**src/rtl/ls192_cmd_sequencer.sv**
```systemverilog
// ls192_cmd_sequencer: command-driven pin sequencer for one 74LS192 up/down
// decade counter. Takes clear/load/up-N/down-N commands over valid/ready,
// produces cpu/cpd/pl_n/mr waveforms with programmable widths, and tracks a
// shadow of the counter value plus the number of decade wraps.
// Optional build macro: LS192_READBACK_CHECK_EN adds o_mismatch, which compares
// the real counter outputs (i_q) against the shadow as each command retires.
module ls192_cmd_sequencer #(
  parameter int PW_LOW  = 2,
  parameter int PW_HIGH = 2,
  parameter int PW_CTRL = 2,
  parameter int SETTLE  = 3
) (
  input  logic       i_clk,
  input  logic       i_rst,
  input  logic       i_cmd_valid,
  output logic       o_cmd_ready,
  input  logic [1:0] i_cmd_op,
  input  logic [3:0] i_cmd_data,
  input  logic [7:0] i_cmd_cnt,
  output logic       o_busy,
  output logic       o_done,
  output logic [3:0] o_shadow,
  output logic [7:0] o_wraps,
  output logic       o_cpu,
  output logic       o_cpd,
  output logic       o_pl_n,
  output logic       o_mr,
  output logic [3:0] o_p,
  input  logic [3:0] i_q
`ifdef LS192_READBACK_CHECK_EN
  ,
  output logic       o_mismatch
`endif
);

  typedef enum logic [2:0] {
    S_IDLE, S_CLR, S_LOAD, S_PLO, S_PHI, S_SETTLE, S_DONE
  } state_t;

  localparam logic [1:0] OP_CLR  = 2'b00;
  localparam logic [1:0] OP_LOAD = 2'b01;
  localparam logic [1:0] OP_UP   = 2'b10;

  // Timer reload values are duration-1: the timer expires on the phase's last cycle.
  localparam logic [15:0] TMR_CTRL    = 16'(PW_CTRL - 1);
  localparam logic [15:0] TMR_LOW     = 16'(PW_LOW - 1);
  localparam logic [15:0] TMR_HIGH    = 16'(PW_HIGH - 1);
  localparam logic [15:0] TMR_SETTLE  = 16'(SETTLE - 1);
  // A zero-count command has no pin edge to settle from; it gets one extra
  // settle cycle so its done lands one cycle later than SETTLE+1.
  localparam logic [15:0] TMR_SETTLE0 = 16'(SETTLE);

  state_t      r_state, w_next;
  logic [15:0] r_tmr;
  logic [7:0]  r_left, r_wraps;
  logic [3:0]  r_shadow, r_p;
  logic        r_up;
  logic        w_accept, w_tmr_zero, w_enter;
  logic [3:0]  w_step;
  logic        w_wrap;

  assign w_accept   = i_cmd_valid && (r_state == S_IDLE);
  assign w_tmr_zero = (r_tmr == 16'd0);
  assign w_enter    = (w_next != r_state);

  // Shadow value after one counting edge in the latched direction
  always_comb begin
    w_step = 4'd0;
    w_wrap = 1'b0;
    if (r_up) begin
      if (r_shadow == 4'd9)     w_wrap = 1'b1;
      else if (r_shadow < 4'd9) w_step = r_shadow + 4'd1;
    end else begin
      if (r_shadow == 4'd0) begin
        w_step = 4'd9;
        w_wrap = 1'b1;
      end else begin
        w_step = r_shadow - 4'd1;
      end
    end
  end

  // State register
  always_ff @(posedge i_clk) begin
    if (i_rst) r_state <= S_IDLE;
    else       r_state <= w_next;
  end

  // Next-state logic
  always_comb begin
    w_next = r_state;
    case (r_state)
      S_IDLE: begin
        if (w_accept) begin
          case (i_cmd_op)
            OP_CLR:  w_next = S_CLR;
            OP_LOAD: w_next = S_LOAD;
            default: w_next = (i_cmd_cnt != 8'd0) ? S_PLO : S_SETTLE;
          endcase
        end
      end
      S_CLR, S_LOAD: if (w_tmr_zero) w_next = S_SETTLE;
      S_PLO:         if (w_tmr_zero) w_next = S_PHI;
      S_PHI:         if (w_tmr_zero) w_next = (r_left != 8'd0) ? S_PLO : S_SETTLE;
      S_SETTLE:      if (w_tmr_zero) w_next = S_DONE;
      S_DONE:        w_next = S_IDLE;
      default:       w_next = S_IDLE;
    endcase
  end

  // Phase timer: reloaded on every state change, then counts down to zero
  always_ff @(posedge i_clk) begin
    if (i_rst) begin
      r_tmr <= 16'd0;
    end else if (w_enter) begin
      case (w_next)
        S_CLR, S_LOAD: r_tmr <= TMR_CTRL;
        S_PLO:         r_tmr <= TMR_LOW;
        S_PHI:         r_tmr <= TMR_HIGH;
        S_SETTLE:      r_tmr <= (r_state == S_IDLE) ? TMR_SETTLE0 : TMR_SETTLE;
        default:       r_tmr <= 16'd0;
      endcase
    end else if (!w_tmr_zero) begin
      r_tmr <= r_tmr - 16'd1;
    end
  end

  // Command latch, shadow and wrap tracking (counting edge = entry into PHI)
  always_ff @(posedge i_clk) begin
    if (i_rst) begin
      r_shadow <= 4'd0;
      r_wraps  <= 8'd0;
      r_left   <= 8'd0;
      r_up     <= 1'b0;
      r_p      <= 4'd0;
    end else begin
      if (w_accept) begin
        r_wraps <= 8'd0;
        r_left  <= i_cmd_cnt;
        r_up    <= (i_cmd_op == OP_UP);
        if (i_cmd_op == OP_LOAD) begin
          r_p      <= i_cmd_data;
          r_shadow <= i_cmd_data;
        end else if (i_cmd_op == OP_CLR) begin
          r_shadow <= 4'd0;
        end
      end
      if (w_enter && (w_next == S_PHI)) begin
        r_shadow <= w_step;
        r_left   <= r_left - 8'd1;
        if (w_wrap && (r_wraps != 8'hFF)) r_wraps <= r_wraps + 8'd1;
      end
    end
  end

  // Pin and handshake decode from the current state
  always_comb begin
    o_cpu       = 1'b1;
    o_cpd       = 1'b1;
    o_pl_n      = 1'b1;
    o_mr        = 1'b0;
    o_busy      = 1'b1;
    o_done      = 1'b0;
    o_cmd_ready = 1'b0;
    case (r_state)
      S_IDLE: begin
        o_busy      = 1'b0;
        o_cmd_ready = 1'b1;
      end
      S_CLR:  o_mr   = 1'b1;
      S_LOAD: o_pl_n = 1'b0;
      S_PLO: begin
        if (r_up) o_cpu = 1'b0;
        else      o_cpd = 1'b0;
      end
      S_DONE: begin
        o_busy = 1'b0;
        o_done = 1'b1;
      end
      default: ;
    endcase
  end

  assign o_shadow = r_shadow;
  assign o_wraps  = r_wraps;
  assign o_p      = r_p;

`ifdef LS192_READBACK_CHECK_EN
  logic r_mismatch;

  // Compare the real counter with the shadow as the command retires
  always_ff @(posedge i_clk) begin
    if (i_rst)                  r_mismatch <= 1'b0;
    else if (r_state == S_DONE) r_mismatch <= (i_q != r_shadow);
  end

  assign o_mismatch = r_mismatch;
`else
  logic w_unused_q;
  assign w_unused_q = ^i_q;
`endif

endmodule
```
**config.mk**
```make
export PLATFORM = sky130hd
export DESIGN_NAME = ls192_cmd_sequencer
export DESIGN_NICKNAME = d
export VERILOG_FILES = /design/src/rtl/ls192_cmd_sequencer.sv
export SDC_FILE = /design/constraint.sdc
export NUM_CORES = 1
export LEC_CHECK = 0
export CAP_MARGIN = 20
export CORE_ASPECT_RATIO = 1.2
export CORE_UTILIZATION = 57
export CTS_CLUSTER_DIAMETER = 80
export DETAILED_ROUTE_END_ITERATION = 16
export PLACE_DENSITY_LB_ADDON = 0.25
export SLEW_MARGIN = 0
export SYNTH_ARGS = -nofsm -noshare
export SYNTH_HDL_FRONTEND = slang
export SYNTH_SLANG_ARGS = --single-unit
```
**constraint.sdc**
```tcl
create_clock -name i_clk -period 5.61 [get_ports i_clk]
set_input_delay 0.8415 -clock i_clk [delete_from_list [all_inputs] [get_ports i_clk]]
set_output_delay 0.8415 -clock i_clk [all_outputs]
set_load 0.02 [all_outputs]
```
Yosys cells after proc, flatten, opt, wreduce, memory -nomap -nowiden
Cells that the tools add are included.

cells by class
  order comparisons = 1
  reductions and logical operators = 16
  equal/unequal tests = 17
  add/subtract/negate cells = 5
  mux-type cells = 38

operator list
  kind                                                                   number
  8-bit 2-to-1 mux                                                       5
  16-bit 2-to-1 mux                                                      2
  4-bit 2-to-1 mux                                                       8
  3-bit 2-to-1 mux                                                       7
  16-bit zero test                                                       1
  8-bit nonzero test                                                     2
  16-bit by 1-bit subtractor with 16-bit output, second input constant   1
  3-bit equality test, second input constant                             5
  3-bit one-hot mux with 5 select lines                                  1
  1-bit 2-to-1 mux                                                       13
  3-bit by 2-bit equality test with 1-bit output, second input constant  4
  8-bit by 1-bit adder with 8-bit output, second input constant          1
  8-bit inequality test, second input constant                           1
  8-bit by 1-bit subtractor with 8-bit output, second input constant     1
  3-bit by 1-bit equality test with 1-bit output, second input constant  2
  3-bit one-hot mux with 2 select lines                                  1
  4-bit by 1-bit adder with 4-bit output, second input constant          1
  4-bit equality test, second input constant                             1
  4-bit zero test                                                        1
  4-bit < comparator, second input constant                              1
  2-bit one-hot mux with 2 select lines                                  1
  2-bit AND reduction                                                    2
  2-bit OR reduction                                                     2
  4-bit OR reduction                                                     1
  other kinds (10)                                                       12

storage, ports and cells
  output and inout bits = 23
  logic and storage cells = 84
  flip-flop bits (word level) = 44
  input bits = 21

Longest topological paths before layout
Gate-level depths: netlist of the first run.

  depth in word-level cells = 9
  mapped depth = 10
  depth with buffers taken out = 8

Worst setup path after synthesis of the first run
OpenSTA, ideal clock, no wires.

  path kind = register to register
  start = register r_shadow[0] (netlist: o_shadow[0])
  end = register r_wraps[5] (netlist: o_wraps[5])
  setup time = 131 ps
  cell stages (with the launch flop) = 10
  required time = 5479 ps
  path buffers = 1
  setup slack = 3285 ps
  period minus slack after synthesis = 2325 ps
  arrival time = 2193 ps
  cell sequence = dfxtp_1 > inv_1 > ha_1 > or3b_2 > a21oi_2 > o2111ai_4 > and3b_1 > clkbuf_1 > o21ai_0 > o41ai_2

on the way
  word-level cells in the longest chain between the ends = 6
  elaborated cells on any way between the ends = 8
  those cells by class = eq/ne (1); mux (5); reduce/logical (2)

RTL lines
  element                                                        line    source
  from (decl)                                                    56      logic [3:0] r_shadow, r_p;
  from (signal assigned)                                         143     r_shadow <= i_cmd_data;
  from (signal assigned)                                         149     r_shadow <= w_step;
  4-bit equality test / 4-bit zero test (equally long branches)  71, 74
  1-bit 2-to-1 mux, on equally long branches                     71, 74
  1-bit 2-to-1 mux (*)                                           70      if (r_up) begin
  1-bit logical AND (*)                                          151     if (w_wrap && (r_wraps != 8'hFF)) r_wraps <= r_wraps + 8'd1;
  8-bit 2-to-1 mux (*)                                           151
  8-bit 2-to-1 mux (*)                                           148     if (w_enter && (w_next == S_PHI)) begin
  to (signal assigned)                                           151
  to (decl)                                                      55      logic [7:0] r_left, r_wraps;

Every way passes the cells marked *; elsewhere a longest branch is shown, timed or not.
A chain may end at the register's enable or synchronous reset.

Worst setup path in the final report of the first run
  start = register r_state[1]
  end = output o_cpu

on the way
  word-level cells in the longest chain between the ends = 2

RTL lines
  element                                         line  source
  from (decl)                                     53    state_t r_state, w_next;
  from (signal assigned)                          86    else r_state <= w_next;
  3-bit by 2-bit equality test with 1-bit output  165   case (r_state)
  1-bit 2-to-1 mux                                165
  to (decl)                                       24    output logic o_cpu,

Every way passes these cells.

==> results of run 1 <==
==> stage by stage <==
step	cell area [sq um]	hold slack (ns)	std cells	total power, uW
2_1_floorplan	2477	0.4606	299	914.5
3_3_place_gp	2875	0.4747	378	1043
3_5_place_dp	2875	0.4864	378	1058
4_1_cts	2968	0.4976	386	1264
5_1_grt	2968	0.5325	386	1366
6_report	2968	0.4974	386	1263
==> cell families (layout without fill, tap and decap cells) <==
group           count (synthesis)  after routing  synth area share, %
compound gates                 73             73                21.47
simple gates                  129            129                27.63
xor+xnor                       16             16                5.657
mux                             4              4                1.616
flops                          44             44                35.56
buf+inv                        26             59                4.546
fa+ha+maj                       7              7                3.535
==> how the worst min path moves through the flow <==
stage	to	slack, ns	start	cells after the start
global route	r_tmr[10]	0.53	r_tmr[10]	2
floorplan	r_tmr[10]	0.46	r_tmr[10]	2
global placement	r_tmr[10]	0.47	r_tmr[10]	2
detailed placement	r_tmr[10]	0.49	r_tmr[10]	2
finish	r_tmr[10]	0.50	r_tmr[10]	2
CTS	r_tmr[10]	0.50	r_tmr[10]	2
==> metal layers <==
metal	vias up	track usage [%]	share of wire, %
met5	-	0	0
met1	1099	32.01	44
met3	7	5.215	4.2
met4	0	11.63	1.7
li1	1161	-	-
met2	65	45.18	50
==> sequential cells by signal, indices dropped and copies added, names as in the netlist <==
register / cells
r_tmr: 16
o_wraps: 8
r_left: 8
o_p: 4
o_shadow: 4
r_state: 3
r_up: 1
==> worst min-delay path, cell delays in order (launching register included) <==
cell and delay [ns]:
sky130_fd_sc_hd__dfxtp_1 0.33, sky130_fd_sc_hd__o31ai_1 0.06, sky130_fd_sc_hd__a21oi_1 0.06
==> cells in the mapped netlist, types with 8 or more instances <==
library cell	number
sky130_fd_sc_hd__a21oi_1	12
sky130_fd_sc_hd__clkbuf_1	11
sky130_fd_sc_hd__dfxtp_1	44
sky130_fd_sc_hd__inv_1	10
sky130_fd_sc_hd__nand2_1	23
sky130_fd_sc_hd__nand2b_1	8
sky130_fd_sc_hd__nor2_1	44
sky130_fd_sc_hd__nor3_1	11
sky130_fd_sc_hd__o21ai_0	13
sky130_fd_sc_hd__xnor2_1	9
==> area by class of cell <==
class,instances,area [sq um],area share (%)
multi-input cells,229,1484,50.00
flip-flops and latches,44,880.8,29.68
repair buffers,41,405.4,13.66
clock buffers,6,82.58,2.782
well taps,54,67.56,2.277
inverters,10,37.54,1.265
clock inverters,2,10.01,0.3373
==> cell usage in the layout (no fill, tap or decap), drive strengths merged, types with 3 or more instances in the layout <==
master         Yosys  layout
nor2              44      44
dfxtp             44      44
clkdlybuf4s50      0      39
nand2             24      24
o21ai             13      13
a21oi             13      13
nor3              12      12
inv               10      10
xnor2              9       9
nand2b             8       8
nand3              7       7
a221oi             7       7
a211oi             7       7
xor2               7       7
ha                 7       7
nor4               7       7
clkbuf            11       6
a31oi              5       5
o211ai             5       5
nor2b              4       4
mux2i              4       4
nor3b              4       4
o41ai              4       4
o31ai              3       3
or4                3       3
==> report_power, final <==
group	switching [uW]	internal, uW
Clock	107	98.3
Combinational	347	271
Sequential	73.4	367
==> flow_results.xml, run 1 <==
<?xml version="1.0" encoding="UTF-8"?>
<metrics>
  <group name="setup_path">
    <metric name="worstSetupPathType" unit="">reg -&gt; out</metric>
    <metric name="rr_endpoint" unit="">r_tmr[12]</metric>
    <metric name="crit_family" unit="">simple AND/OR/NAND/NOR gates</metric>
    <metric name="r2r_start" unit="">r_tmr[0]</metric>
    <metric name="crit_path_cell_trace" unit="">nor2b_1, and2_1, nand2_1, clkdlybuf4s50_1</metric>
    <metric name="cp-startpoint" unit="">r_state[1]</metric>
    <metric name="critical_path_depth" unit="">4</metric>
    <metric name="timing.critical_path.arrival" unit="ns">2.00</metric>
    <metric name="timing.critical_path.to_type" unit="">output pin</metric>
    <metric name="worst-r2r-cell-count" unit="">8</metric>
    <metric name="crit_required" unit="ns">4.77</metric>
    <metric name="cp.buffers_inverters" unit="">1</metric>
    <metric name="rrSetupSlack" unit="ns">2.97</metric>
    <metric name="endpoint" unit="">o_cpu</metric>
    <metric name="timing.critical_path.slowest_cell_delay" unit="ns">0.55</metric>
    <metric name="critical-path-slowest-cell" unit="">sky130_fd_sc_hd__clkdlybuf4s50_1</metric>
    <metric name="critical_path.startpoint_type" unit="">register</metric>
    <metric name="critical_path.max_fanout" unit="">9</metric>
  </group>
  <group name="timing">
    <metric name="setup_tns" unit="ns">0</metric>
    <metric name="finalSetupViolCount" unit="">0</metric>
    <metric name="fmax" unit="MHz">351.6</metric>
    <metric name="timing.final.hold_violations" unit="">0</metric>
    <metric name="period_share" unit="%">50.70</metric>
    <metric name="final.min_clock_period" unit="ns">2.844</metric>
    <metric name="finalWorstSetupSlack" unit="ns">2.766</metric>
    <metric name="worstMarginPinSlew" unit="ns">0.6093</metric>
    <metric name="rsz_0062_raised_after_global_routing" unit="">false</metric>
    <metric name="fin_skew" unit="ns">0.003736</metric>
    <metric name="finalMaxSlewViolations" unit="">0</metric>
    <metric name="max-slew-margin-rel" unit="%">59.23</metric>
  </group>
  <group name="final_layout">
    <metric name="utilization" unit="%">72.98</metric>
    <metric name="area.growth.synth_to_final" unit="%">19.80</metric>
    <metric name="layout.filler_cells" unit="">350</metric>
    <metric name="drive_gt1_share" unit="%">6.627</metric>
    <metric name="final_net_count" unit="">359</metric>
    <metric name="antenna-diode-count" unit="">0</metric>
  </group>
  <group name="place">
    <metric name="buffer_ports.inserted" unit="">39</metric>
    <metric name="preCtsSetupSlack" unit="ns">2.679</metric>
    <metric name="globalplace.congestion" unit="">0.8747</metric>
    <metric name="place.detailed.hpwl" unit="um">3977</metric>
  </group>
  <group name="detailed_routing">
    <metric name="overall_via_count_from_detail_route" unit="">2332</metric>
    <metric name="totalWireLength" unit="um">5439</metric>
    <metric name="vias_per_cell" unit="">6.041</metric>
    <metric name="antenna_left" unit="">0</metric>
    <metric name="remaining_drc_errors" unit="">0</metric>
    <metric name="detailedRoute.firstPassIterationCount" unit="">4</metric>
    <metric name="drt_iter0_markers" unit="">128</metric>
    <metric name="routedWlPerCell" unit="um">14.09</metric>
  </group>
  <group name="clock_network">
    <metric name="htreeDepth" unit="">2</metric>
    <metric name="postCtsHoldBufs" unit="">0</metric>
    <metric name="cts_resized" unit="">0</metric>
    <metric name="post-cts-setup-buffer-count" unit="">0</metric>
    <metric name="cts_buffer_depth" unit="">2</metric>
    <metric name="clock-sinks" unit="">44</metric>
    <metric name="clkTransAtPathRegs" unit="ns">0.08</metric>
    <metric name="ctsRootBufferMaster" unit="">sky130_fd_sc_hd__clkbuf_8</metric>
    <metric name="worst_skew_pair.late_latency" unit="ns">0.30</metric>
    <metric name="cts-buffers-inserted" unit="">5</metric>
    <metric name="tritoncts" unit="">built</metric>
  </group>
  <group name="logic_synthesis">
    <metric name="yosysTopAreaCell" unit="">sky130_fd_sc_hd__dfxtp_1</metric>
    <metric name="yosysUniqueCellTypes" unit="">59</metric>
    <metric name="synth_area_per_cell" unit="sq um">8.286</metric>
    <metric name="postSynthCellCount" unit="">299</metric>
    <metric name="ys_ff_latch" unit="">44</metric>
    <metric name="dominantRegCellSynth" unit="">sky130_fd_sc_hd__dfxtp_1</metric>
    <metric name="synth_fp_nets" unit="">327</metric>
    <metric name="yosys_warnings" unit="">0</metric>
    <metric name="synth-edff-count" unit="">0</metric>
    <metric name="synth_area" unit="sq um">2477</metric>
    <metric name="ys_async_sr_fraction" unit="%">0</metric>
    <metric name="netlist.area_leader.share" unit="%">35.56</metric>
    <metric name="synth_seq_area_share" unit="%">35.56</metric>
    <metric name="synth.top_cells.by_area" unit="">sky130_fd_sc_hd__dfxtp_1 (36%), sky130_fd_sc_hd__nor2_1 (6.7%), sky130_fd_sc_hd__ha_1 (3.5%)</metric>
  </group>
  <group name="global_routing">
    <metric name="grt_pass1_vias" unit="">2161</metric>
    <metric name="grt_overflow" unit="">0</metric>
    <metric name="maximum_number_of_pins_on_one_net_before_global_route_repair" unit="">31</metric>
    <metric name="grtUsageTotal" unit="%">26.15</metric>
    <metric name="grt_pass1_wl" unit="um">9584</metric>
    <metric name="initial_antenna_violation_count" unit="">0</metric>
  </group>
  <group name="run">
    <metric name="maxcap_violations" unit="">0</metric>
  </group>
  <group name="worst_hold_path">
    <metric name="hold_path_class" unit="">reg -&gt; reg</metric>
  </group>
  <group name="die">
    <metric name="fp-row-count" unit="">25</metric>
    <metric name="io_pins" unit="">44</metric>
    <metric name="die_height" unit="um">74.22</metric>
    <metric name="core_region_area" unit="sq um">4066</metric>
    <metric name="dieWidth" unit="um">62.18</metric>
    <metric name="start_util" unit="%">60.92</metric>
    <metric name="die_area" unit="sq um">4615</metric>
  </group>
  <group name="run_status">
    <metric name="outcome" unit="">completed</metric>
  </group>
  <group name="power">
    <metric name="vdd_drop_max" unit="V">0.0002546</metric>
    <metric name="power-per-cell-area" unit="nW/um^2">425.5</metric>
    <metric name="cellLeakagePower" unit="uW">0.001020</metric>
  </group>
</metrics>
Note: power is estimated with default switching activity, not from simulation.
==> inputs of run 2 (changes only) <==
--- a/config.mk
+++ b/config.mk
@@ -7,7 +7,7 @@
 export LEC_CHECK = 0
 export CAP_MARGIN = 20
 export CORE_ASPECT_RATIO = 1.2
-export CORE_UTILIZATION = 57
+export CORE_UTILIZATION = 53
 export CTS_CLUSTER_DIAMETER = 80
 export DETAILED_ROUTE_END_ITERATION = 16
 export PLACE_DENSITY_LB_ADDON = 0.25
==> constraint.sdc (replaced) <==
create_clock -name i_clk -period 2.7 [get_ports i_clk]
set_input_delay 0.405 -clock i_clk [delete_from_list [all_inputs] [get_ports i_clk]]
set_output_delay 0.405 -clock i_clk [all_outputs]
set_load 0.02 [all_outputs]
==> flow_results.xml, run 2 (synthesis gave the netlist of run 1 again) <==
<?xml version="1.0" encoding="UTF-8"?>
<metrics>
  <group name="run_status">
    <metric name="outcome" unit="">completed</metric>
  </group>
  <group name="clock_network">
    <metric name="cts-buffers-inserted" unit="">5</metric>
    <metric name="worst_skew_pair.late_latency" unit="ns">0.30</metric>
    <metric name="tritoncts" unit="">built</metric>
    <metric name="clkTransAtPathRegs" unit="ns">0.09</metric>
    <metric name="clock-sinks" unit="">44</metric>
    <metric name="cts_resized" unit="">0</metric>
    <metric name="ctsRootBufferMaster" unit="">sky130_fd_sc_hd__clkbuf_8</metric>
    <metric name="htreeDepth" unit="">2</metric>
    <metric name="postCtsHoldBufs" unit="">0</metric>
    <metric name="post-cts-setup-buffer-count" unit="">0</metric>
    <metric name="cts_buffer_depth" unit="">2</metric>
  </group>
  <group name="detailed_routing">
    <metric name="antenna_left" unit="">0</metric>
    <metric name="overall_via_count_from_detail_route" unit="">2322</metric>
    <metric name="vias_per_cell" unit="">5.923</metric>
    <metric name="remaining_drc_errors" unit="">0</metric>
    <metric name="totalWireLength" unit="um">5435</metric>
    <metric name="detailedRoute.firstPassIterationCount" unit="">4</metric>
    <metric name="routedWlPerCell" unit="um">13.86</metric>
    <metric name="drt_iter0_markers" unit="">131</metric>
  </group>
  <group name="timing">
    <metric name="final.min_clock_period" unit="ns">2.491</metric>
    <metric name="finalMaxSlewViolations" unit="">0</metric>
    <metric name="fin_skew" unit="ns">0.007381</metric>
    <metric name="fmax" unit="MHz">401.4</metric>
    <metric name="setup_tns" unit="ns">0</metric>
    <metric name="rsz_0062_raised_after_global_routing" unit="">false</metric>
    <metric name="max-slew-margin-rel" unit="%">62.08</metric>
    <metric name="timing.final.hold_violations" unit="">0</metric>
    <metric name="finalWorstSetupSlack" unit="ns">0.2090</metric>
    <metric name="finalSetupViolCount" unit="">0</metric>
    <metric name="period_share" unit="%">92.26</metric>
    <metric name="worstMarginPinSlew" unit="ns">0.5671</metric>
  </group>
  <group name="setup_path">
    <metric name="cp.buffers_inverters" unit="">1</metric>
    <metric name="critical_path.max_fanout" unit="">8</metric>
    <metric name="timing.critical_path.slowest_cell_delay" unit="ns">0.48</metric>
    <metric name="critical-path-slowest-cell" unit="">sky130_fd_sc_hd__or3b_2</metric>
    <metric name="timing.critical_path.arrival" unit="ns">2.69</metric>
    <metric name="critical_path.startpoint_type" unit="">register</metric>
    <metric name="crit_path_cell_trace" unit="">inv_1, ha_1, or3b_2, a21oi_2, o2111ai_4, or2_0, o41ai_2</metric>
    <metric name="worstSetupPathType" unit="">reg -&gt; reg</metric>
    <metric name="crit_family" unit="">simple AND/OR/NAND/NOR gates</metric>
    <metric name="timing.critical_path.to_type" unit="">register</metric>
    <metric name="crit_required" unit="ns">2.90</metric>
  </group>
  <group name="final_layout">
    <metric name="layout.filler_cells" unit="">369</metric>
    <metric name="final_net_count" unit="">363</metric>
    <metric name="area.growth.synth_to_final" unit="%">21.72</metric>
    <metric name="largest_reg_flops" unit="">16</metric>
    <metric name="leading_cell_types_in_the_layout_fill_and_taps_excluded" unit="">sky130_fd_sc_hd__nor2_1 (44), sky130_fd_sc_hd__dfxtp_1 (44), sky130_fd_sc_hd__clkdlybuf4s50_1 (39)</metric>
    <metric name="drive_gt1_share" unit="%">7.440</metric>
    <metric name="antenna-diode-count" unit="">0</metric>
    <metric name="max_flop_register" unit="">r_tmr</metric>
  </group>
  <group name="die">
    <metric name="fp-row-count" unit="">26</metric>
    <metric name="dieWidth" unit="um">64.41</metric>
    <metric name="core_region_area" unit="sq um">4359</metric>
    <metric name="start_util" unit="%">56.83</metric>
    <metric name="die_height" unit="um">76.90</metric>
    <metric name="die_area" unit="sq um">4953</metric>
    <metric name="io_pins" unit="">44</metric>
  </group>
  <group name="power">
    <metric name="cellLeakagePower" unit="uW">0.001045</metric>
    <metric name="vdd_drop_max" unit="V">0.0004750</metric>
    <metric name="power-per-cell-area" unit="nW/um^2">905.4</metric>
  </group>
  <group name="place">
    <metric name="preCtsSetupSlack" unit="ns">0.2186</metric>
    <metric name="globalplace.congestion" unit="">0.8809</metric>
    <metric name="buffer_ports.inserted" unit="">39</metric>
    <metric name="place.detailed.hpwl" unit="um">4070</metric>
  </group>
  <group name="global_routing">
    <metric name="maximum_number_of_pins_on_one_net_before_global_route_repair" unit="">17</metric>
    <metric name="grt_pass1_vias" unit="">2193</metric>
    <metric name="grtUsageTotal" unit="%">23.62</metric>
    <metric name="grt_pass1_wl" unit="um">9466</metric>
    <metric name="initial_antenna_violation_count" unit="">0</metric>
    <metric name="grt_overflow" unit="">0</metric>
  </group>
  <group name="worst_hold_path">
    <metric name="hold_path_class" unit="">reg -&gt; reg</metric>
  </group>
  <group name="run">
    <metric name="maxcap_violations" unit="">0</metric>
  </group>
</metrics>
==> run 2: report_power, final <==
part	total (uW)	leakage [uW]	switching, uW	internal [uW]
combinational	1310	0.000631	728	586
clock	499	0.0000552	225	275
sequential	917	0.000359	155	762
==> run 2: worst reg2reg max path, cell delays in order, from the launching register on <==
cell and delay (ns):
sky130_fd_sc_hd__dfxtp_1 0.38, sky130_fd_sc_hd__inv_1 0.14, sky130_fd_sc_hd__ha_1 0.30, sky130_fd_sc_hd__or3b_2 0.48, sky130_fd_sc_hd__a21oi_2 0.19, sky130_fd_sc_hd__o2111ai_4 0.17
sky130_fd_sc_hd__or2_0 0.38, sky130_fd_sc_hd__o41ai_2 0.35
==> run 2: area by class of cell <==
| type | instances | area (sq um) | area share, % |
|---|---|---|---|
| Inverter | 10 | 37.54 | 1.245 |
| Sequential cell | 44 | 880.8 | 29.21 |
| Timing Repair Buffer | 45 | 435.4 | 14.44 |
| Clock inverter | 2 | 35.03 | 1.162 |
| Multi-Input combinational cell | 229 | 1484 | 49.21 |
| Clock buffer | 6 | 72.57 | 2.407 |
| Tap cell | 56 | 70.07 | 2.324 |
==> run 2: worst paths after layout <==
| path | from | end | slack, ns | depth (start not counted) |
|---|---|---|---|---|
| worst max register to register | o_shadow[0] | o_wraps[5] | 0.21 | 7 |
| worst min-delay path | r_tmr[10] | r_tmr[10] | 0.50 | 2 |
| worst max-delay path | o_shadow[0] | o_wraps[5] | 0.21 | 7 |
| worst min register to register | r_tmr[10] | r_tmr[10] | 0.50 | 2 |
==> run 2: layer usage <==
metal / vias up / wire, um / track usage (%)
li1: 1164 / - / -
met1: 1094 / 2375 / 28.60
met2: 57 / 2804 / 41.58
met3: 7 / 202 / 4.762
met4: 0 / 53 / 6.444
met5: - / 0 / 0
==> run 2: metrics by stage <==
step / total power (uW) / cell area [sq um] / utilization, % / hold slack (ns) / std cells
floorplan: 1900 / 2477 / - / 0.4606 / 299
global placement: 2210 / 2908 / 66.70 / 0.4796 / 384
detailed placement: 2232 / 2908 / 66.70 / 0.4858 / 384
CTS: 2732 / 3015 / 69.17 / 0.5005 / 392
global route: 2939 / 3015 / 69.17 / 0.5475 / 392
finish: 2730 / 3015 / 69.17 / 0.4998 / 392
